`src/rtl/i2c_target_core.sv`:
```
// I2C target engine: START/STOP decode, 7-bit address match, byte streaming over valid/ready ports.
// Define I2C_TARGET_STRETCH_EN to stretch SCL on full rx buffer / empty tx instead of NACK / 0xFF.
module i2c_target_core #(
  parameter int FILTER_LEN  = 3,
  parameter int HOLD_CYCLES = 4
) (
  input  logic       clk,
  input  logic       rst,
  input  logic       enable,
  input  logic [6:0] own_addr,
  input  logic       scl_i,
  output logic       scl_o,
  output logic       scl_oen_o,
  input  logic       sda_i,
  output logic       sda_o,
  output logic       sda_oen_o,
  output logic [7:0] rx_data,
  output logic       rx_valid,
  output logic       rx_first,
  input  logic       rx_ready,
  input  logic [7:0] tx_data,
  input  logic       tx_valid,
  output logic       tx_ready,
  output logic       busy,
  output logic       rw,
  output logic       start_det,
  output logic       stop_det,
  output logic       overrun,
  output logic       underrun
);
`ifdef I2C_TARGET_STRETCH_EN
  localparam bit STRETCH = 1'b1;
`else
  localparam bit STRETCH = 1'b0;
`endif
  localparam int HW = $clog2(HOLD_CYCLES + 1);
  localparam logic [HW-1:0] HOLD = HOLD_CYCLES[HW-1:0];

  typedef enum logic [3:0] {IDLE, ADDR, ADDR_ACK, WR_DATA, WR_ACK,
                            RD_LOAD, RD_DATA, RD_ACK, IGNORE} state_t;

  state_t                state;
  logic [1:0]            scl_s, sda_s;
  logic [FILTER_LEN-1:0] scl_h, sda_h;
  logic                  scl_f, sda_f, scl_q, sda_q;
  logic [7:0]            sr;
  logic [3:0]            cnt;
  logic [HW-1:0]         hold_cnt;
  logic                  pend, wait_q, en_lat, first_pend;
  logic [6:0]            addr_lat;

  assign scl_o = 1'b0;
  assign sda_o = 1'b0;

  // Lines idle high, so the front end resets to 1 to avoid phantom edges.
  always_ff @(posedge clk or posedge rst) begin
    if (rst) begin
      scl_s <= '1; sda_s <= '1; scl_h <= '1; sda_h <= '1;
      scl_f <= 1'b1; sda_f <= 1'b1; scl_q <= 1'b1; sda_q <= 1'b1;
    end else begin
      scl_s <= {scl_s[0], scl_i};
      sda_s <= {sda_s[0], sda_i};
      scl_h <= {scl_h[FILTER_LEN-2:0], scl_s[1]};
      sda_h <= {sda_h[FILTER_LEN-2:0], sda_s[1]};
      if (&scl_h) scl_f <= 1'b1; else if (!(|scl_h)) scl_f <= 1'b0;
      if (&sda_h) sda_f <= 1'b1; else if (!(|sda_h)) sda_f <= 1'b0;
      scl_q <= scl_f;
      sda_q <= sda_f;
    end
  end

  logic scl_rise, scl_fall, start_c, stop_c, rx_free;
  assign scl_rise = scl_f & ~scl_q;
  assign scl_fall = ~scl_f & scl_q;
  assign start_c  = scl_f & scl_q & sda_q & ~sda_f;
  assign stop_c   = scl_f & scl_q & ~sda_q & sda_f;
  assign rx_free  = ~rx_valid | rx_ready;

  always_ff @(posedge clk or posedge rst) begin
    if (rst) begin
      state <= IDLE; sr <= '0; cnt <= '0; hold_cnt <= '0;
      pend <= 1'b0; wait_q <= 1'b0; en_lat <= 1'b0; first_pend <= 1'b0; addr_lat <= '0;
      scl_oen_o <= 1'b1; sda_oen_o <= 1'b1;
      rx_data <= '0; rx_valid <= 1'b0; rx_first <= 1'b0; tx_ready <= 1'b0;
      busy <= 1'b0; rw <= 1'b0; start_det <= 1'b0; stop_det <= 1'b0;
      overrun <= 1'b0; underrun <= 1'b0;
    end else begin
      tx_ready <= 1'b0; start_det <= 1'b0; stop_det <= 1'b0;
      overrun <= 1'b0; underrun <= 1'b0;
      if (rx_valid && rx_ready) rx_valid <= 1'b0;
      // SDA only moves HOLD cycles after SCL fall (or after a stretch ends); SCL released with it.
      if (scl_fall) hold_cnt <= HOLD;
      else if (hold_cnt != '0) hold_cnt <= hold_cnt - 1'b1;
      if (hold_cnt == HW'(1)) begin
        sda_oen_o <= ~pend;
        if (!wait_q) scl_oen_o <= 1'b1;
      end
      if (start_c || stop_c) begin
        state <= start_c ? ADDR : IDLE;
        start_det <= start_c; stop_det <= stop_c;
        if (stop_c) busy <= 1'b0;
        cnt <= '0; pend <= 1'b0; wait_q <= 1'b0; hold_cnt <= '0;
        sda_oen_o <= 1'b1; scl_oen_o <= 1'b1;
        en_lat <= enable; addr_lat <= own_addr;
      end else begin
        case (state)
          ADDR, WR_DATA: begin
            if (scl_rise && cnt != 4'd8) begin
              sr  <= {sr[6:0], sda_f};
              cnt <= cnt + 1'b1;
            end else if (scl_fall && cnt == 4'd8) begin
              cnt <= '0;
              if (state == ADDR) begin
                if (en_lat && sr[7:1] == addr_lat) begin
                  state <= ADDR_ACK; pend <= 1'b1; rw <= sr[0];
                  busy <= 1'b1; first_pend <= ~sr[0];
                end else begin
                  state <= IGNORE; busy <= 1'b0;
                end
              end else if (rx_free) begin
                rx_data <= sr; rx_valid <= 1'b1; rx_first <= first_pend;
                first_pend <= 1'b0; pend <= 1'b1; state <= WR_ACK;
              end else if (STRETCH) begin
                state <= WR_ACK; wait_q <= 1'b1; scl_oen_o <= 1'b0;
              end else begin
                overrun <= 1'b1; state <= IGNORE; busy <= 1'b0;
              end
            end
          end
          ADDR_ACK: if (scl_fall) begin
            pend  <= 1'b0;
            state <= rw ? RD_LOAD : WR_DATA;
          end
          WR_ACK: begin
            if (wait_q) begin
              if (rx_free) begin
                rx_data <= sr; rx_valid <= 1'b1; rx_first <= first_pend;
                first_pend <= 1'b0; pend <= 1'b1; wait_q <= 1'b0; hold_cnt <= HOLD;
              end
            end else if (scl_fall) begin
              pend <= 1'b0; state <= WR_DATA;
            end
          end
          RD_LOAD: begin
            if (tx_valid) begin
              sr <= tx_data; tx_ready <= 1'b1; pend <= ~tx_data[7]; state <= RD_DATA;
              if (wait_q) begin
                wait_q <= 1'b0; hold_cnt <= HOLD;
              end
            end else if (STRETCH) begin
              wait_q <= 1'b1; scl_oen_o <= 1'b0;
            end else begin
              sr <= 8'hFF; pend <= 1'b0; underrun <= 1'b1; state <= RD_DATA;
            end
          end
          RD_DATA: if (scl_fall) begin
            if (cnt == 4'd7) begin
              cnt <= '0; pend <= 1'b0; state <= RD_ACK;
            end else begin
              sr <= {sr[6:0], 1'b0}; pend <= ~sr[6]; cnt <= cnt + 1'b1;
            end
          end
          RD_ACK: begin
            if (scl_rise && sda_f) begin
              state <= IGNORE; busy <= 1'b0;
            end else if (scl_fall) begin
              state <= RD_LOAD;
            end
          end
          IDLE, IGNORE: ;
          default: state <= IDLE;
        endcase
      end
    end
  end
endmodule
```
`config.mk`:
```
export PLATFORM = sky130hd
export DESIGN_NAME = i2c_target_core
export DESIGN_NICKNAME = d
export VERILOG_FILES = /design/src/rtl/i2c_target_core.sv
export SDC_FILE = /design/constraint.sdc
export NUM_CORES = 1
export LEC_CHECK = 0
export BUFFER_PORTS_ARGS = -buffer_cell sky130_fd_sc_hd__buf_2
export CORE_MARGIN = 2
export CORE_UTILIZATION = 57
export CTS_CLUSTER_DIAMETER = 60
export DETAILED_ROUTE_END_ITERATION = 10
export PLACE_DENSITY = 0.89
export SKIP_LAST_GASP = 1
export SLEW_MARGIN = 20
export SYNTH_ARGS = -nofsm -noshare
export SYNTH_HDL_FRONTEND = slang
export SYNTH_SLANG_ARGS = --single-unit
```
`constraint.sdc`:
```
create_clock -name clk -period 2.55 [get_ports clk]
set_input_delay 0.255 -clock clk [delete_from_list [all_inputs] [get_ports clk]]
set_output_delay 0.255 -clock clk [all_outputs]
set_load 0.02 [all_outputs]
```
Yosys cells after proc, flatten, opt, wreduce, memory -nomap -nowiden. Cells that the tools add are included.

Add/subtract/negate cells: 2. Equality and inequality tests: 39. Multiplexer cells: 110. Bitwise logic cells: 19. Reductions and logical operators: 31.

Operator list (count): two-way mux 4 bit (18); two-way mux 8 bit (9); two-way mux 1 bit (64); inequality test 3 bit, second input constant (10); case mux 4 bit (7 select lines) (1); two-way mux 3 bit (8); case mux 8 bit (3 select lines) (1); AND reduction 6 bit (4); inequality test 2 bit, second input constant (11); == test 4 x 3 -> 1 bit, second input constant (5); inequality test 4 bit, second input constant (5); case mux 8 bit (2 select lines) (1); nonzero test 3 bit (5); inverter 1 bit (11); case mux 1 bit (2 select lines) (5); AND reduction 5 bit (2); AND reduction 3 bit (3); AND reduction 9 bit (1); == test 4 x 2 -> 1 bit, second input constant (2); == test 4 bit, second input constant (2); case mux 4 bit (2 select lines) (1); AND 1 bit (7); == test 7 bit (1); case mux 3 bit (2 select lines) (1); other kinds (15) (23).

Flip-flop bits (word level): 63. Input bits: 22. Output and inout port bits: 21. Word-level logic and storage cells: 230.

Logic depth before layout (Yosys ltp). Gate-level depths: netlist of the first run.

Depth in word-level cells: 8. Depth in mapped cells: 8.

Least setup slack after synthesis of the first run. Ideal clock, no wire load.

Path kind: register to register. Start point: reg state[3]. End point: reg rx_data[0]. Setup time: 0.125 ns. Arrival time: 1.722 ns. Required time: 2.425 ns. Path slack: 0.703 ns. Stages on the path, launching flop included: 6. Clock period less this slack: 1.847 ns. Cells stage by stage: dfrtp_1 -> or3b_4 -> nor4_4 -> o211a_1 -> buf_6 -> mux2_2.

Word-level cells in the longest chain between the ends: 4.

Ends and longest elaborated chain: from (decl) (RTL line 42) `state_t state;`; from (signal assigned) (RTL line 99) `state <= start_c ? ADDR : IDLE;`; from (signal assigned) (RTL line 132) `state <= rw ? RD_LOAD : WR_DATA;`; == test 4 x 1 -> 1 bit or == test 4 x 2 -> 1 bit (tied branches) (RTL line 106, 113); OR reduction 2 bit (RTL line 106) `case (state)`; inequality test 2 bit (no line) or nonzero test 2 bit (tied branches); AND reduction 6 bit (no line); to (signal assigned) (RTL line 84) `rx_data <= '0; rx_valid <= 1'b0; rx_first <= 1'b0; tx_ready <= 1'b0;`; to (signal assigned) (RTL line 121) `rx_data <= sr; rx_valid <= 1'b1; rx_first <= first_pend;`; to (signal assigned) (RTL line 137) `rx_data <= sr; rx_valid <= 1'b1; rx_first <= first_pend;`; to (decl) (RTL line 17) `output logic [7:0] rx_data,`.

Several ways; a longest one is shown, not always the timed one. A chain may end at the register's enable or synchronous reset.

Worst setup path in the final report of the first run.
Start point: reg state[2]. End point: reg rx_data[0].

Same word-level chain as after synthesis.

==> run metrics, run 1 <==
status=finished, final reports clean; synth top area cells=dfrtp_1 36%, dfstp_2 12%, mux2_2 7.0%; WS Path Type=reg -> reg; Worst Path Required=2.76 ns; die footprint=0.006292 mm²; CP Capture Type=flop; number of synthesized flops with an enable pin=0; Post-Syn Area per Cell=10.01 µm²; gr usage total=0.2534; DRT Wirelength=7188 µm; first-pass iteration count of the detailed router=5; Pins Over Slew Limit=0; clock-pin slew on the worst setup and hold paths=0.07 ns; Power Density=801.6 mW/mm²; Buffers on Ports=39; reg2reg path depth=4; Psw=923.9 µW; largest net degree at the start of global routing=35; area leader, netlist=dfrtp_1; Leak=1.824 nW; relative slew slack=0.5704; WL/cell=16.26 µm; Starting Density=0.5874; Hold WS=0.002833 ns; RSZ-0062 raised after global routing=no; fmax=447.4 MHz; Final Hold Vio Count=0; drt initial violations=297; Seq pwr share=0.435; Main synth FF type=dfrtp_1; synth warn=0; initial antenna violation count=0; first-pass GRT wire length=12,150 µm; type of origin of the critical path=flop; number of I/O pins=43; gpl congestion=0.9366; CTS root buffer=clkbuf_8; TritonCTS clock tree=done; reg2reg end=rx_data[0]; final setup fails=0; Total Neg Setup Slack=0 ns; Antenna diodes=0; grt total ovfl=0; Worst-Skew Late Latency=0.34 ns; critical path arrival=2.45 ns; Internal=2.064 mW; fin nets=392; Max clock buf depth=2; max_cap viols=0; Die Width=79.33 µm; register bit total from synthesis=62; H-Tree Depth=3; post-synthesis sequential area ratio=0.4855; most common cell in the netlist=dfrtp_1; Core Region=0.005507 mm²; r2r startpoint=state[2]; combinational share of power=0.252; vias in the first global route=2,545; DRC Markers=0; Final min period=2.235 ns; Worst-Margin Slew=0.6435 ns; via/cell ratio=5.889; Die Ht=79.33 µm; area grow syn2layout=15.24%; crit share post-route=0.8765; cell row count=27; Sw Share=0.3092; crit path max fanout=13; post_cts resized=0; Distinct cells, synth=59; clk_skew=0.01211 ns; clock sinks=62; DP Wirelength=4957 µm; Final ANT Viol Nets=0; top cells by count, synth=47 x dfrtp_1, 42 x nand2_1, 23 x nor2_1, 20 x mux2_2, 19 x inv_1; Synth top area share=0.3636; Clk pwr share=0.313; CTS Buf Count=9; asr flop ratio synth=1.000; Hold Crit Class=in -> async; Post-Syn Instances=323; flop2flop setup slack=0.31 ns; fraction of layout cells with a size suffix above 1=0.2838; detailed-route via count=2,603; synthesized cell area=0.003234 mm²; VDD IR max=0.6377 mV
==> critical path, cell delays in order, from the launching register on <==
cell	delay (ns)
dfrtp_1	0.50
or3b_4	0.49
nor4_4	0.30
o211a_1	0.43
mux2_2	0.38
==> final cells by class <==
cell class	instances	area, µm²
inverter	19	71.32
timing repair buffer	49	287.8
clock buffer	12	145.1
multi-input combinational	224	1493
tap	72	90.09
sequential	62	1570
clock inverter	4	70.07
fill	408	1779
==> registers in the layout (all words and copies together), names as in the netlist, 2 cells and up <==
| register | flops |
|---|---|
| sda_h | 3 |
| scl_s | 2 |
| state | 4 |
| hold_cnt | 3 |
| cnt | 4 |
| addr_lat | 7 |
| sda_s | 2 |
| rx_data | 8 |
| sr | 8 |
| scl_h | 3 |
==> logic make-up after synthesis <==
logic type | Yosys count | synth area share
other cells | 2 | 0.002322
flops | 62 | 0.4855
xor+xnor | 9 | 0.02437
mux | 26 | 0.08859
compound gates | 61 | 0.1253
fa+ha+maj | 5 | 0.01934
buf+inv | 38 | 0.05416
simple gates | 120 | 0.2004
==> power by group through the flow <==
stage	combinational (mW)	clock (mW)	sequential, mW
after floorplan	0.590	0	1.27
after global placement	0.711	0	1.30
after detailed placement	0.742	0	1.31
after CTS	0.753	0.955	1.30
after global routing	0.842	0.996	1.32
final	0.753	0.935	1.30
==> per-layer routing <==
layer / track usage / share of wire / up-vias
met1: 0.3316 / 0.42 / 1254
met3: 0.05795 / 0.064 / 25
met5: 0 / 0 / -
met4: 0.1069 / 0.023 / 0
met2: 0.4076 / 0.50 / 127
li1: - / - / 1197
==> per-stage QoR <==
stage	area (µm²)	total power [mW]	std cells	worst slack, ns	util
after floorplan	3238	1.858	324	0.7032	-
after global placement	3492	2.012	424	0.4230	0.6342
after detailed placement	3492	2.055	424	0.3329	0.6342
after CTS	3707	3.007	440	0.3334	0.6733
after global routing	3727	3.156	442	0.2355	0.6769
final	3727	2.988	442	0.3149	0.6769
==> cells in the final DEF (no fill, tap or decap), drive strengths merged, types with 4 or more instances in the layout <==
| cell type | count |
|---|---|
| xnor2 | 8 |
| nand2b | 10 |
| a31oi | 9 |
| mux2 | 21 |
| nand2 | 42 |
| dfrtp | 47 |
| buf | 47 |
| inv | 19 |
| mux2i | 5 |
| nor3 | 6 |
| nand3b | 4 |
| ha | 5 |
| o211ai | 6 |
| nor2 | 23 |
| dfstp | 15 |
| nor2b | 10 |
| and3 | 4 |
| nand3 | 6 |
| o21ai | 15 |
| clkbuf | 12 |
| a21oi | 11 |
==> how the worst max path moves through the flow <==
stage / start / to / cells after the start
final: state[2] / rx_data[0] / 4
after global routing: state[2] / rx_data[0] / 4
after CTS: state[2] / rx_data[4] / 4
after detailed placement: state[2] / rx_data[5] / 4
after global placement: state[2] / rx_data[5] / 4
after floorplan: state[3] / rx_data[0] / 5
==> repair_timing <==
action / in CTS / in global routing
setup buffers: 0 / 0
endpoints found under the hold margin: 0 / 2
hold buffers: 0 / 2
Power figures use the tool's default switching activity.
==> run 2, diff against run 1 <==
--- a/config.mk
+++ b/config.mk
@@ -5,6 +5,7 @@
 export SDC_FILE = /design/constraint.sdc
 export NUM_CORES = 1
 export LEC_CHECK = 0
+export ABC_AREA = 1
 export BUFFER_PORTS_ARGS = -buffer_cell sky130_fd_sc_hd__buf_2
 export CORE_MARGIN = 2
 export CORE_UTILIZATION = 57
==> run metrics, run 2 <==
Antenna diodes=0; reg2reg path depth=9; Max clock buf depth=2; Hold Crit Class=in -> reg; type of origin of the critical path=flop; clk_skew=0.01253 ns; synth top area cells=dfrtp_1 36%, nand2_1 13%, dfstp_2 12%; post_cts resized=0; design area=0.003704 mm²; RSZ-0062 raised after global routing=no; DP Wirelength=5308 µm; TritonCTS clock tree=done; VDD IR max=0.5308 mV; gpl congestion=0.9290; CTS root buffer=clkbuf_8; first-pass iteration count of the detailed router=5; via/cell ratio=5.330; max_cap viols=0; Worst-Margin Slew=0.6303 ns; DRC Markers=0; status=finished, final reports clean; first-pass GRT wire length=11,480 µm; relative slew slack=0.5792; setup repair bufs after CTS=0; critical path arrival=2.20 ns; commonest non-fill, non-tap cells in the layout=110 x nand2_1, 47 x dfrtp_1, 43 x inv_1; fraction of layout cells with a size suffix above 1=0.2578; Buffers on Ports=39; crit share post-route=0.7698; Leak=1.886 nW; Final ANT Viol Nets=0; min setup slack post-route=0.5871 ns; register bit total from synthesis=62; cell row count=27; WL/cell=13.68 µm; Total Neg Setup Slack=0 ns; crit path max fanout=18; Post-Syn Instances=394; WS Path Type=reg -> reg; synthesized cell area=0.003228 mm²; hold path cells=3; Sw Share=0.3854; Die Width=79.26 µm; Worst Setup SP=sda_f; placed cells=499; flop2flop setup slack=0.59 ns; Clk pwr share=0.237; vias in the first global route=2,526; asr flop ratio synth=1.000; HP Start=own_addr[4]; pre-CTS setup slack=0.6267 ns; Final Non-Filler Cells=518; Main synth FF type=dfrtp_1; Pins Over Slew Limit=0; fmax=509.5 MHz; detailed-route via count=2,761; number of synthesized flops with an enable pin=0; Post-Syn Area per Cell=8.193 µm²; area grow syn2layout=14.73%; Die Ht=79.26 µm; H-Tree Depth=3; most common cell in the netlist=nand2_1; Final min period=1.963 ns; DRT Wirelength=7086 µm; area leader, netlist=dfrtp_1; gr usage total=0.2407; synth warn=0; Largest regs=rx_data: 8 flops, sr: 8 flops, addr_lat: 7 flops; Core Region=0.005473 mm²; Psw=1.399 mW; final setup fails=0; top cells by count, synth=110 x nand2_1, 47 x dfrtp_1, 44 x inv_1, 29 x nor2_1, 26 x o21ai_0; largest net degree at the start of global routing=35; r2r startpoint=sda_f; number of I/O pins=43; CP Capture Type=flop; CTS Buf Count=9; drt initial violations=247; combinational share of power=0.352; Final Hold Vio Count=0; die footprint=0.006281 mm²; most common cell after layout, fill and taps aside=nand2_1; Power Density=980.0 mW/mm²; Internal=2.231 mW; Seq pwr share=0.411; clock sinks=62; grt total ovfl=0; Starting Density=0.5898; initial antenna violation count=0; area post-placement=0.003480 mm²; fin nets=468; Worst Path Required=2.78 ns; Synth top area share=0.3643; Worst-Skew Late Latency=0.35 ns; Distinct cells, synth=34; clock-pin slew on the worst setup and hold paths=0.07 ns; post-synthesis sequential area ratio=0.4864; total power=3.630 mW
[run 2: changes by cell type in the layout (fill, tap and decap cells not counted), sizes merged, moves of 5 or more]
cell	previous run	this run
xnor2	8	2
nor2	23	36
o21ai	15	46
nand2b	10	0
nand3	6	25
a31oi	9	0
nor2b	10	0
nand2	42	121
buf	47	41
mux2	21	0
inv	19	50
mux2i	5	0
[run 2: worst paths after layout]
check                              end
max in group asynchronous        scl_f
hold reg to reg               sda_s[1]
min in group asynchronous  addr_lat[1]
setup / recovery            rx_data[7]
setup reg to reg            rx_data[7]
hold / removal             addr_lat[4]
[run 2: cells by family (layout without fill, tap and decap cells)]
| family | after synthesis | in the layout | synth area share |
|---|---|---|---|
| AOI/OAI and AO/OA | 64 | 64 | 0.1229 |
| xor gates and xnor gates | 3 | 3 | 0.008141 |
| adders and majority gates | 5 | 5 | 0.01938 |
| buffers and inverters | 59 | 110 | 0.07907 |
| DFF | 62 | 62 | 0.4864 |
| other | 2 | 3 | 0.002326 |
| and+or+nand+nor | 199 | 199 | 0.2818 |
[run 2: worst max-delay path, stage by stage, from the launching register on]
cell and delay, ns:
dfstp_2 0.56, inv_1 0.07, nand4_1 0.17, nand2_2 0.17, inv_2 0.26, o21ai_2 0.11
nor2_4 0.17, nand2_4 0.16, nand2_1 0.12, o21ai_2 0.05
[run 2: repair_timing]
action	in CTS	in global routing
hold buffers	3	0
endpoints found under the setup margin	0	0
hold endpoints to repair	9	0
[run 2: metrics by stage]
step	hold slack [ns]	util
6_report	0.1182	0.6767
5_1_grt	0.1146	0.6767
3_5_place_dp	0.3468	0.6358
3_3_place_gp	0.3460	0.6358
4_1_cts	0.1140	0.6767
2_1_floorplan	0.2595	-
[run 2: layout make-up]
cell class	instances	area (µm²)
clock buffers	13	148.9
clock inverters	3	45.04
fillers	444	1769
inverters	50	190.2
multi-input cells	274	1406
flip-flops and latches	62	1570
well taps	72	90.09
repair buffers	44	252.7
[run 2: layer usage]
metal  share of wire  vias up  routed length (µm)  GRT usage
met3           0.069       15                 490    0.06705
li1                -     1344                   -          -
met4           0.016        0                 116    0.07586
met2            0.50      109                3565     0.4085
met1            0.41     1293                2913     0.2982
met5               0        -                   0          0
[run 2: power groups by stage]
| stage | sequential, mW | combinational (mW) | clock, mW |
|---|---|---|---|
| after floorplan | 1.56 | 0.902 | 0 |
| after global placement | 1.49 | 1.22 | 0 |
| after detailed placement | 1.51 | 1.27 | 0 |
| after CTS | 1.49 | 1.28 | 0.871 |
| after global routing | 1.53 | 1.43 | 0.924 |
| final | 1.49 | 1.28 | 0.861 |
